## src/rtl/mem_port_arbiter.sv

```systemverilog
// mem_port_arbiter: shares one single-ported RAM between the fetch (IF) and memory (MEM)
// stages with fixed MEM-over-IF priority, programmable wait states and byte-lane steering.
module mem_port_arbiter #(
  parameter int unsigned WAIT_CYCLES = 1
) (
  input  logic        clk,
  input  logic        reset,
  input  logic        if_req,
  input  logic [31:0] if_addr,
  output logic [31:0] if_rdata,
  output logic        if_ack,
  input  logic        mem_req,
  input  logic        mem_we,
  input  logic [1:0]  mem_size,
  input  logic [31:0] mem_addr,
  input  logic [31:0] mem_wdata,
  output logic [31:0] mem_rdata,
  output logic        mem_ack,
  output logic        stall_if,
  output logic        stall_mem,
  output logic        ram_en,
  output logic        ram_we,
  output logic [3:0]  ram_be,
  output logic [31:0] ram_addr,
  output logic [31:0] ram_wdata,
  input  logic [31:0] ram_rdata
);

  localparam int unsigned      CNT_W    = (WAIT_CYCLES > 1) ? $clog2(WAIT_CYCLES) : 1;
  localparam logic [CNT_W-1:0] CNT_LOAD = CNT_W'(WAIT_CYCLES - 1);

  localparam logic [1:0] S_IDLE   = 2'd0;
  localparam logic [1:0] S_ACCESS = 2'd1;
  localparam logic [1:0] S_RESP   = 2'd2;

  localparam logic G_IF  = 1'b0;
  localparam logic G_MEM = 1'b1;

  localparam logic [1:0] SZ_BYTE = 2'b00;
  localparam logic [1:0] SZ_HALF = 2'b01;
  localparam logic [1:0] SZ_WORD = 2'b10;

  function automatic logic [3:0] lane_enables(input logic [1:0] size, input logic [1:0] lane);
    case (size)
      SZ_BYTE: lane_enables = 4'b0001 << lane;
      SZ_HALF: lane_enables = lane[1] ? 4'b1100 : 4'b0011;
      default: lane_enables = 4'b1111;
    endcase
  endfunction

  function automatic logic [31:0] replicate(input logic [1:0] size, input logic [31:0] data);
    case (size)
      SZ_BYTE: replicate = {4{data[7:0]}};
      SZ_HALF: replicate = {2{data[15:0]}};
      default: replicate = data;
    endcase
  endfunction

  function automatic logic [31:0] extract(input logic [1:0] size, input logic [1:0] lane,
                                          input logic [31:0] data);
    case (size)
      SZ_BYTE: extract = {24'd0, data[{lane, 3'b000} +: 8]};
      SZ_HALF: extract = {16'd0, (lane[1] ? data[31:16] : data[15:0])};
      default: extract = data;
    endcase
  endfunction

  logic [1:0]       state_q, state_d;
  logic             grant_q, grant_d;
  logic [CNT_W-1:0] cnt_q, cnt_d;
  logic             we_q, we_d;
  logic [1:0]       size_q, size_d;
  logic [1:0]       lane_q, lane_d;
  logic             ram_en_q, ram_en_d;
  logic             ram_we_q, ram_we_d;
  logic [3:0]       ram_be_q, ram_be_d;
  logic [31:0]      ram_addr_q, ram_addr_d;
  logic [31:0]      ram_wdata_q, ram_wdata_d;
  logic             if_ack_q, if_ack_d;
  logic             mem_ack_q, mem_ack_d;
  logic [31:0]      if_rdata_q, if_rdata_d;
  logic [31:0]      mem_rdata_q, mem_rdata_d;
  logic [31:0]      resp;

  always_comb begin
    // NOTE: every *_d gets its default before the case so no path can infer a latch.
    state_d     = state_q;
    grant_d     = grant_q;
    cnt_d       = cnt_q;
    we_d        = we_q;
    size_d      = size_q;
    lane_d      = lane_q;
    ram_en_d    = 1'b0;
    ram_we_d    = 1'b0;
    ram_be_d    = ram_be_q;
    ram_addr_d  = ram_addr_q;
    ram_wdata_d = ram_wdata_q;
    if_ack_d    = 1'b0;
    mem_ack_d   = 1'b0;
    if_rdata_d  = if_rdata_q;
    mem_rdata_d = mem_rdata_q;
    resp        = '0;

    case (state_q)
      S_IDLE: begin
        // MEM wins a tie: it holds the older instruction.
        if (mem_req || if_req) begin
          grant_d     = mem_req ? G_MEM : G_IF;
          we_d        = mem_req & mem_we;
          size_d      = mem_req ? mem_size : SZ_WORD;
          lane_d      = mem_req ? mem_addr[1:0] : if_addr[1:0];
          ram_addr_d  = {(mem_req ? mem_addr[31:2] : if_addr[31:2]), 2'b00};
          ram_be_d    = lane_enables(size_d, lane_d);
          ram_wdata_d = mem_req ? replicate(mem_size, mem_wdata) : '0;
          ram_en_d    = 1'b1;
          ram_we_d    = we_d;
          cnt_d       = CNT_LOAD;
          state_d     = S_ACCESS;
        end
      end
      S_ACCESS: begin
        if (cnt_q == '0) begin
          resp    = we_q ? '0 : extract(size_q, lane_q, ram_rdata);
          state_d = S_RESP;
          if (grant_q == G_MEM) begin
            mem_ack_d   = 1'b1;
            mem_rdata_d = resp;
          end else begin
            if_ack_d   = 1'b1;
            if_rdata_d = resp;
          end
        end else begin
          cnt_d    = cnt_q - CNT_W'(1);
          ram_en_d = 1'b1;
          ram_we_d = we_q;
        end
      end
      S_RESP:  state_d = S_IDLE;
      default: state_d = S_IDLE;
    endcase
  end

  always_ff @(posedge clk) begin
    // NOTE: reset is synchronous and clears every register, including the held RAM-side values.
    if (reset) begin
      state_q     <= S_IDLE;
      grant_q     <= G_IF;
      cnt_q       <= '0;
      we_q        <= 1'b0;
      size_q      <= '0;
      lane_q      <= '0;
      ram_en_q    <= 1'b0;
      ram_we_q    <= 1'b0;
      ram_be_q    <= '0;
      ram_addr_q  <= '0;
      ram_wdata_q <= '0;
      if_ack_q    <= 1'b0;
      mem_ack_q   <= 1'b0;
      if_rdata_q  <= '0;
      mem_rdata_q <= '0;
    end else begin
      state_q     <= state_d;
      grant_q     <= grant_d;
      cnt_q       <= cnt_d;
      we_q        <= we_d;
      size_q      <= size_d;
      lane_q      <= lane_d;
      ram_en_q    <= ram_en_d;
      ram_we_q    <= ram_we_d;
      ram_be_q    <= ram_be_d;
      ram_addr_q  <= ram_addr_d;
      ram_wdata_q <= ram_wdata_d;
      if_ack_q    <= if_ack_d;
      mem_ack_q   <= mem_ack_d;
      if_rdata_q  <= if_rdata_d;
      mem_rdata_q <= mem_rdata_d;
    end
  end

  assign if_ack    = if_ack_q;
  assign mem_ack   = mem_ack_q;
  assign if_rdata  = if_rdata_q;
  assign mem_rdata = mem_rdata_q;
  assign ram_en    = ram_en_q;
  assign ram_we    = ram_we_q;
  assign ram_be    = ram_be_q;
  assign ram_addr  = ram_addr_q;
  assign ram_wdata = ram_wdata_q;
  assign stall_if  = if_req & ~if_ack_q;
  assign stall_mem = mem_req & ~mem_ack_q;

endmodule
```

## config.mk

```make
export PLATFORM = sky130hd
export DESIGN_NAME = mem_port_arbiter
export DESIGN_NICKNAME = d
export VERILOG_FILES = /design/src/rtl/mem_port_arbiter.sv
export SDC_FILE = /design/constraint.sdc
export NUM_CORES = 1
export LEC_CHECK = 0
export BUFFER_PORTS_ARGS = -buffer_cell sky130_fd_sc_hd__buf_2
export CAP_MARGIN = 20
export CORE_MARGIN = 4
export CORE_UTILIZATION = 39
export CTS_CLUSTER_DIAMETER = 120
export DETAILED_ROUTE_END_ITERATION = 8
export GPL_TIMING_DRIVEN = 0
export PLACE_DENSITY = 0.71
export SLEW_MARGIN = 20
export SYNTH_ARGS = -nofsm -noshare
export SYNTH_HDL_FRONTEND = slang
export SYNTH_SLANG_ARGS = --single-unit
```

## constraint.sdc

```tcl
create_clock -name clk -period 1.5 [get_ports clk]
set_clock_uncertainty 0.15 [all_clocks]
set_input_delay 0.075 -clock clk [delete_from_list [all_inputs] [get_ports clk]]
set_output_delay 0.075 -clock clk [all_outputs]
set_load 0.005 [all_outputs]
```

==> impl_metrics.yaml, run 1 <==
yosys:
  synth-compound-area-share_pct: 19.8
  synthMuxAreaShare_pct: 7.82
  synth_adder_area_share_pct: 0
  syn-mean-instance-area_sq_um: 8.74
  netlist.top_cell.by_area: "dfxtp_1"
  synthTopCellsByArea: "dfxtp_1 (46%), nor2_1 (7.1%), mux2i_1 (6.4%)"
  synth-async-reset-ratio_pct: 0
  synth_top_area_share_pct: 46.3
  ys_seq_area_share_pct: 46.3
  synth-simple-area-share_pct: 19.3
  synth_area_sq_um: 6150
  synth_xor_area_share_pct: 0
  synth_top_family_by_area: "compound AO/OA/AOI/OAI gates"
  syn_inst: 703
  synth_edf_count: 0
  synth-seq-cells: 142
  ys.flop_type: "dfxtp_1"
  ys_warn_count: 0
  ys_types: 43
routing:
  drt_wl_total_mm: 27.1
  ant_nets: 0
  vias: 7428
  first_pass_iters: 6
  drtIter0Drc: 501
  wl_per_cell_um: 19.5
  drc_errors: 0
  post_drt_via_cell_ratio: 5.36
clock_network:
  cts_buffers: 17
  clock_sinks: 142
  clock_latency_ns: 0.43
  ctsHtreeMaxLevel: 4
  cts_tree: "built"
  ctsLongestPathBuffers: 2
  clkTransAtPathRegs_ns: 0.06
  root_buffer: "clkbuf_16"
grt:
  grt_remaining_overflow: 0
  grtUsageTotal_pct: 27.1
  grt_max_degree: 17
  grt_pass1_wl_mm: 38.2
  grt_pass1_vias: 7251
  antenna_found_initial: 0
power:
  power_frac_seq_pct: 36.1
  p_comb_share_pct: 24.6
  p_sw_share_pct: 27.8
  power.leakage_uw: 0.00490
  clkPwrFrac_pct: 39.3
  internal-power_uw: 8450
  p_switching_uw: 3250
  p_per_area_nw_per_um2: 1070
  ir_drop_v: 0.000797
  power_uw: 11700
critical_path:
  critPathLaunchType: "register"
  path_class: "reg -> reg"
  cp_max_fo: 7
  worstSetupEndpointType: "register"
  crit_arrival_ns: 1.81
  cp.required_ns: 1.63
floorplanning:
  start_util_pct: 40.1
  die_x_um: 134
  coreArea_sq_um: 15300
  rows: 45
  dieArea_sq_um: 17800
  io_pins: 273
  die_y_um: 134
placement:
  dpl.hpwl_mm: 16.2
  io_buffers: 269
  dpl_cell_area_sq_um: 7770
  routabilityCongestion: 0.922
sta:
  layout_setup_ws_ns: -0.180
  setup_viol: 94
  worst_pin_slew_ns: 0.759
  rsz0062_at_grt: "true"
  period_share_pct: 112
  period_needed_ns: 1.68
  final_max_slew_viol_count: 0
  slew_headroom_pct: 49.4
  max_freq_mhz: 595
  hold_viol: 0
final_layout:
  drive_gt1_share_pct: 43.5
  antenna_cells: 0
  syn_to_final_growth_pct: 78.6
  final_area_sq_um: 11000
  fin_nets: 1297
flow_run:
  drv_cap: 0
worst_hold_path:
  hp-class: "in -> reg"
status:
  outcome: "finished with violations"
  violations: "negative setup slack"
[metrics by stage]
step / util [%] / std cells / setup WS [ns] / hold WS [ns] / setup TNS, ns
after floorplan: - / 704 / -0.0572 / 0.0621 / -0.791
after global placement: 50.8 / 1184 / -0.362 / 0.205 / -18.97
after detailed placement: 50.8 / 1184 / -0.407 / 0.219 / -22.39
after CTS: 65.4 / 1358 / -0.0979 / 0.00562 / -1.74
after global routing: 71.7 / 1386 / -0.208 / 0.0290 / -12.75
final: 71.7 / 1386 / -0.180 / 0.00455 / -6.27
[power by group through the flow]
stage / Sequential [uW] / Combinational (uW) / Clock [uW]
floorplan: 4260 / 964 / 0
global placement: 4240 / 1740 / 0
detailed placement: 4240 / 1760 / 0
CTS: 4170 / 2210 / 4630
global route: 4250 / 3060 / 4800
finish: 4220 / 2880 / 4600
[cell usage after synthesis, types with 10 or more instances]
master    count
a211oi_1     46
a21oi_1      40
a22oi_1      19
a32oi_1      12
buf_2        25
clkbuf_1     21
dfxtp_1     142
inv_1        10
mux2i_1      39
nand2_1      62
nand2b_1     13
nand3_1      32
nor2_1      116
o21ai_0      23
o21ai_1      11
[metal layers]
metal	up-vias	GRT usage (%)	share of wire [%]
li1	3413	-	-
met1	3469	31.2	38
met2	443	45.7	49
met3	103	7.63	8.0
met4	0	14.1	5.4
met5	-	0	0
[state kept, by name, indices dropped and copies added, names as in the netlist]
| register | count |
|---|---|
| we_q | 1 |
| ram_addr | 30 |
| lane_q | 2 |
| ram_en | 1 |
| ram_wdata | 32 |
| ram_we | 1 |
| if_rdata | 32 |
| grant_q | 1 |
| size_q | 2 |
| state_q | 2 |
| ram_be | 4 |
| mem_ack | 1 |
| if_ack | 1 |
| mem_rdata | 32 |
[logic make-up (layout without fill, tap and decap cells)]
kind of cell           after synthesis  in the layout
and+or+nand+nor                    259            259
AOI/OAI and AO/OA                  179            179
DFF                                142            142
buffers and inverters               75            546
muxes                               47             47
other                                1              2
[critical path: stages, from the launching register on]
cell and delay [ns]:
dfxtp_4 0.35, nor2b_4 0.13, and3b_2 0.26, a222oi_1 0.37, buf_4 0.19, a211oi_1 0.08
[worst paths after layout]
kind / end / slack, ns / cells past startpoint / start
max: if_rdata[12]$_SDFFE_PP0P_ / -0.18 / 5 / size_q[0]$_SDFFE_PP0P_
min: mem_rdata[7]$_SDFFE_PP0P_ / 0.005 / 4 / reset
max reg2reg: if_rdata[12]$_SDFFE_PP0P_ / -0.18 / 5 / size_q[0]$_SDFFE_PP0P_
min reg2reg: if_rdata[3]$_SDFFE_PP0P_ / 0.29 / 2 / if_rdata[3]$_SDFFE_PP0P_
[cell type report]
type | instances | area [sq um]
Timing Repair Buffer | 444 | 3170
Clock buffer | 22 | 484
Tap cell | 211 | 264
Buffer | 60 | 512
Inverter | 10 | 37.5
Sequential cell | 142 | 2860
Multi-Input combinational cell | 487 | 3490
Fill cell | 1121 | 4340
Clock inverter | 10 | 159
[what timing repair did]
item / in CTS / in global routing
pin swaps: 18 / 56
hold buffers: 131 / 0
setup buffers: 14 / 21
hold endpoints to repair: 126 / 0
cloned: 1 / 8
gates resized for setup: 60 / 184
setup endpoints to repair: 133 / 129
[layout by cell type, fill, tap and decap left out, drive strengths merged, types with 8 or more instances in the layout]
cell type and n:
inv 10, dlygate4sd3 131, a32oi 12, a221oi 8, nand3 32, nor2b 8
a22oi 19, a211oi 46, o21ai 35, mux2 8, dfxtp 142, nand2b 13
buf 347, clkbuf 45, mux2i 39, a21oi 40, nor2 117, nand2 62
(Power assumes the default switching activity.)
==> inputs of run 2 (changes only) <==
Settings changed: ABC_AREA from default to 1, CORE_ASPECT_RATIO from default to 0.7.
==> run 2 against run 1 <==
The run now ends clean. Clock power about the same. Synthesized cell count increased by 23%. Critical endpoint is now mem_rdata[4]$_SDFFE_PP0P_. Combinational power decreased by 24%.
==> impl_metrics.yaml, run 2 <==
clock_network:
  clock_sinks: 142
  cts_tree: "built"
  cts_buffers: 17
  ctsLongestPathBuffers: 2
  clock_latency_ns: 0.40
  clkTransAtPathRegs_ns: 0.06
  ctsHtreeMaxLevel: 4
  root_buffer: "clkbuf_16"
critical_path:
  cp_max_fo: 10
  cp.required_ns: 1.69
  crit_arrival_ns: 1.68
  ff2ff_path_depth: 9
  cp_slowest_stage_delay_ns: 0.32
  path_class: "reg -> reg"
  crit_chain: "buf_6 > inv_4 > buf_8 > nand2_1 > nand2_1 > nand2_1 > nand3_1 > nand2_1 > a21oi_2"
  slowest_stage: "dfxtp_2"
  worstSetupEndpointType: "register"
  reg2reg_slack_ns: 0.01
  cpMostUsedCell: "nand2_1"
  critPathLaunchType: "register"
  timing.rr.end: "mem_rdata[4]$_SDFFE_PP0P_"
  r2r_start: "lane_q[1]$_SDFFE_PP0P_"
routing:
  post_drt_via_cell_ratio: 5.05
  drt_wl_total_mm: 24.3
  vias: 7593
  wl_per_cell_um: 16.2
  drc_errors: 0
  first_pass_iters: 5
  drtIter0Drc: 702
  ant_nets: 0
sta:
  period_share_pct: 99.0
  period_needed_ns: 1.49
  worst_pin_slew_ns: 0.522
  setup_viol: 0
  slew_headroom_pct: 65.2
  max_freq_mhz: 673
  layout_setup_ws_ns: 0.0143
  rsz0062_at_grt: "true"
  whs_ns: 0.0334
  hold_viol: 0
  final_max_slew_viol_count: 0
yosys:
  netlist.top_cell.by_area: "dfxtp_1"
  synth_edf_count: 0
  ys_types: 29
  synth.most_common_cell: "nand2_1"
  synth_area_sq_um: 6080
  ys_warn_count: 0
  ys.flop_type: "dfxtp_1"
  syn_inst: 866
  synth_top_area_share_pct: 46.8
  synth-async-reset-ratio_pct: 0
  netlist_top_cells_count: "nand2_1 (297), dfxtp_1 (142), a21oi_1 (84)"
  ys_seq_area_share_pct: 46.8
  synthTopCellsByArea: "dfxtp_1 (47%), nand2_1 (18%), a21oi_1 (6.9%)"
  syn-mean-instance-area_sq_um: 7.02
  synth-seq-cells: 142
floorplanning:
  coreArea_sq_um: 15000
  dieArea_sq_um: 17700
  io_pins: 273
  die_x_um: 157
  rows: 37
  die_y_um: 112
  start_util_pct: 40.5
status:
  outcome: "finished, final reports clean"
placement:
  preCtsSetupSlack_ns: -0.132
  io_buffers: 269
  dpl.hpwl_mm: 16.7
  routabilityCongestion: 0.848
power:
  power.leakage_uw: 0.00486
  p_switching_uw: 3050
  internal-power_uw: 7970
  p_sw_share_pct: 27.7
  power_frac_seq_pct: 38.5
  p_per_area_nw_per_um2: 1120
  clkPwrFrac_pct: 41.5
  ir_drop_v: 0.000670
  p_comb_share_pct: 20.0
grt:
  grt_pass1_vias: 7448
  grtUsageTotal_pct: 26.7
  grt_max_degree: 17
  grt_pass1_wl_mm: 38.2
  grt_remaining_overflow: 0
  antenna_found_initial: 0
final_layout:
  fin_nets: 1430
  multi_input_area_sq_um: 2870
  num-fill-cells: 1271
  drive_gt1_share_pct: 29.1
  syn_to_final_growth_pct: 62.2
  final_util_pct: 65.7
  layout_common_cells: "nand2_1 (297), buf_2 (285), dfxtp_1 (137)"
  ff_latch_area_sq_um: 2850
  final_common_cell: "nand2_1"
worst_hold_path:
  hp-start: "if_req"
  whs_path_depth: 4
  hold_path_end: "lane_q[0]$_SDFFE_PP0P_"
  hp-class: "in -> reg"
flow_run:
  drv_cap: 0
run 2: logic make-up (layout without fill, tap and decap cells):
logic type,Yosys count,after routing,share of synthesized area [%]
simple gates,394,394,25.2
flops,142,142,46.8
compound gates,227,227,20.7
other cells,1,3,0.0617
buf+inv,102,543,7.29
run 2: layout make-up:
type | count | area share (%)
antenna | 1 | 0.0254
sequential | 142 | 28.9
tap | 195 | 2.47
timing repair inverter | 1 | 0.0508
clock buffer | 20 | 4.63
buffer | 60 | 3.58
clock inverter | 12 | 1.83
timing repair buffer | 409 | 27.7
inverter | 41 | 1.70
multi-input combinational | 623 | 29.1
run 2: power by group through the flow:
stage	Sequential, uW	Clock, uW	Combinational (uW)
6_report	4240	4570	2200
2_1_floorplan	4320	0	930
4_1_cts	4230	4640	2060
5_1_grt	4280	4780	2440
3_3_place_gp	4290	0	1760
3_5_place_dp	4300	0	1770
run 2: per-stage QoR:
stage | setup TNS [ns] | power, uW | area, sq um | instances
final | 0 | 11000 | 9860 | 1504
after CTS | -0.000891 | 10900 | 9670 | 1493
after detailed placement | -4.71 | 6070 | 7670 | 1331
after floorplan | 0 | 5240 | 6080 | 867
after global placement | -3.87 | 6050 | 7670 | 1331
after global routing | -0.217 | 11500 | 9860 | 1503
run 2: worst max-delay path by stage:
| stage | startpoint | to | slack (ns) | depth (start not counted) |
|---|---|---|---|---|
| 2_1_floorplan | lane_q[1]$_SDFFE_PP0P_ | if_rdata[12]$_SDFFE_PP0P_ | 0.19 | 9 |
| 3_3_place_gp | grant_q$_SDFFE_PP0P_ | mem_rdata[1]$_SDFFE_PP0P_ | -0.11 | 5 |
| 3_5_place_dp | we_q$_SDFFE_PP0P_ | if_rdata[11]$_SDFFE_PP0P_ | -0.13 | 7 |
| 4_1_cts | state_q[1]$_SDFFE_PP0P_ | if_rdata[28]$_SDFFE_PP0P_ | -0.0009 | 6 |
| 5_1_grt | state_q[1]$_SDFFE_PP0P_ | if_rdata[31]$_SDFFE_PP0P_ | -0.04 | 7 |
| 6_report | lane_q[1]$_SDFFE_PP0P_ | mem_rdata[4]$_SDFFE_PP0P_ | 0.01 | 9 |
run 2: worst max-delay path, delay by kind of cell (launching register included):
family          cells  cell delay (ns)
compound gates      1             0.14
buf+inv             3             0.36
flops               1             0.32
simple gates        5             0.47
run 2: layer usage:
metal | wire (um) | GRT usage [%] | share of wire, %
met2 | 10700 | 41.2 | 44
met3 | 2350 | 7.24 | 9.7
met1 | 10500 | 36.0 | 43
met5 | 0 | 0 | 0
met4 | 737 | 9.40 | 3.0
run 2: repair_timing:
item                                    CTS  global route
buffers inserted                          1             9
hold buffers                            130             0
endpoints found under the setup margin   70           102
pin swaps                                 1             3
cloned                                    0             1
resized for setup                        16            48
endpoints found under the hold margin   135             0
==> inputs of run 3 (changes only) <==
Settings changed: MAX_ROUTING_LAYER from default to met4.
==> run 3 against run 2 <==
Fmax rose by 1.3%. First-iteration DRC count increased by 12%. Critical path depth did not move. Count of clock-buffer cells in the layout is the same. Critical path type unchanged.
==> impl_metrics.yaml, run 3 (same netlist as run 2, synthesis figures left out) <==
status:
  outcome: "finished, final reports clean"
clock_network:
  ctsLongestPathBuffers: 2
  clock_latency_ns: 0.40
  root_buffer: "clkbuf_16"
  cts_tree: "built"
  clock_sinks: 142
  ctsHtreeMaxLevel: 4
  clkTransAtPathRegs_ns: 0.06
  cts_buffers: 17
critical_path:
  path_class: "reg -> reg"
  timing.rr.end: "mem_rdata[4]$_SDFFE_PP0P_"
  crit_arrival_ns: 1.66
  crit_chain: "buf_6 > inv_4 > buf_8 > nand2_1 > nand2_1 > nand2_1 > nand3_1 > nand2_1 > a21oi_2"
  critPathLaunchType: "register"
  ff2ff_path_depth: 9
  cpMostUsedCell: "nand2_1"
  reg2reg_slack_ns: 0.03
  cp.required_ns: 1.69
  startpoint: "lane_q[1]$_SDFFE_PP0P_"
  worstSetupEndpointType: "register"
  r2r_start: "lane_q[1]$_SDFFE_PP0P_"
  cp_max_fo: 10
  cp_slowest_stage_delay_ns: 0.31
  slowest_stage: "dfxtp_2"
worst_hold_path:
  whs_path_depth: 4
  hp-start: "if_req"
  hp-class: "in -> reg"
  hold_path_end: "lane_q[0]$_SDFFE_PP0P_"
routing:
  vias: 7654
  drt_wl_total_mm: 24.3
  drtIter0Drc: 788
  wl_per_cell_um: 16.2
  post_drt_via_cell_ratio: 5.09
  drc_errors: 0
  first_pass_iters: 6
  ant_nets: 0
power:
  power.leakage_uw: 0.00487
  power_uw: 11000
  ir_drop_v: 0.000669
  p_per_area_nw_per_um2: 1120
sta:
  hold_viol: 0
  rsz0062_at_grt: "true"
  max_freq_mhz: 682
  period_needed_ns: 1.47
  worst_pin_slew_ns: 0.543
  tns_ns: 0
  period_share_pct: 97.7
  final_max_slew_viol_count: 0
  setup_viol: 0
  slew_headroom_pct: 63.8
floorplanning:
  rows: 37
  dieArea_sq_um: 17700
  die_x_um: 157
  start_util_pct: 40.5
  coreArea_sq_um: 15000
  io_pins: 273
  die_y_um: 112
grt:
  grt_max_degree: 17
  grt_pass1_vias: 7451
  grtUsageTotal_pct: 27.5
  grt_pass1_wl_mm: 38.1
  grt_remaining_overflow: 0
  antenna_found_initial: 0
final_layout:
  fin_nets: 1429
  final_common_cell: "nand2_1"
  syn_to_final_growth_pct: 62.3
  layout_common_cells: "nand2_1 (296), buf_2 (285), dfxtp_1 (137)"
  num-fill-cells: 1276
  stdcell_count: 1503
  drive_gt1_share_pct: 28.9
placement:
  io_buffers: 269
  routabilityCongestion: 0.861
  dpl.hpwl_mm: 16.7
  place_inst: 1331
flow_run:
  drv_cap: 0
==> run 3: power breakdown <==
part	internal (uW)	leakage, uW	switching (uW)
clock network	2890	0.000307	1680
logic	1010	0.00339	1200
registers	4070	0.00117	172
total	7970	0.00487	3050
==> run 3: area by class of cell <==
| type | instances | area [sq um] | area share (%) |
|---|---|---|---|
| clock buffers | 20 | 457 | 4.63 |
| flip-flops and latches | 142 | 2850 | 28.9 |
| well taps | 195 | 244 | 2.47 |
| clock inverters | 12 | 180 | 1.83 |
| multi-input cells | 623 | 2860 | 29.0 |
| repair buffers | 409 | 2750 | 27.9 |
| diodes | 1 | 2.50 | 0.0254 |
| plain buffers | 60 | 353 | 3.58 |
| inverters | 41 | 164 | 1.66 |
==> run 3: metrics by stage <==
step                utilization [%]  instance area (sq um)  hold WS, ns  worst slack, ns
finish                         65.8                   9860       0.0249           0.0340
global placement               51.2                   7670        0.192           -0.109
detailed placement             51.2                   7670        0.193           -0.132
global route                   65.7                   9860       0.0716         0.000831
CTS                            64.4                   9670      0.00472        -0.000891
floorplan                         -                   6080       0.0669            0.193
==> run 3: routing by layer <==
| metal | up-vias | routed length (um) | track usage, % |
|---|---|---|---|
| met2 | 417 | 10800 | 41.2 |
| li1 | 3676 | - | - |
| met4 | 0 | 692 | 9.23 |
| met1 | 3494 | 10500 | 37.0 |
| met5 | - | 0 | - |
| met3 | 67 | 2270 | 5.74 |
==> run 3: how the worst max path moves through the flow <==
stage | to | depth (start not counted)
final | mem_rdata[4]$_SDFFE_PP0P_ | 9
after global placement | mem_rdata[1]$_SDFFE_PP0P_ | 5
after global routing | ram_be[1]$_SDFFE_PP0P_ | 6
after detailed placement | if_rdata[11]$_SDFFE_PP0P_ | 7
after CTS | if_rdata[28]$_SDFFE_PP0P_ | 6
after floorplan | if_rdata[12]$_SDFFE_PP0P_ | 9
==> run 3: critical path, delay by kind of cell (launching register included) <==
kind | cells | cell delay [ns]
AOI/OAI and AO/OA | 1 | 0.14
buffers and inverters | 3 | 0.36
DFF | 1 | 0.31
and+or+nand+nor | 5 | 0.44
==> run 3: timing repair <==
item | in CTS | in global routing
gates resized for setup | 16 | 52
hold endpoints to repair | 135 | 0
hold buffers | 130 | 0
pin swaps | 1 | 4
buffers inserted | 1 | 9
endpoints found under the setup margin | 70 | 102
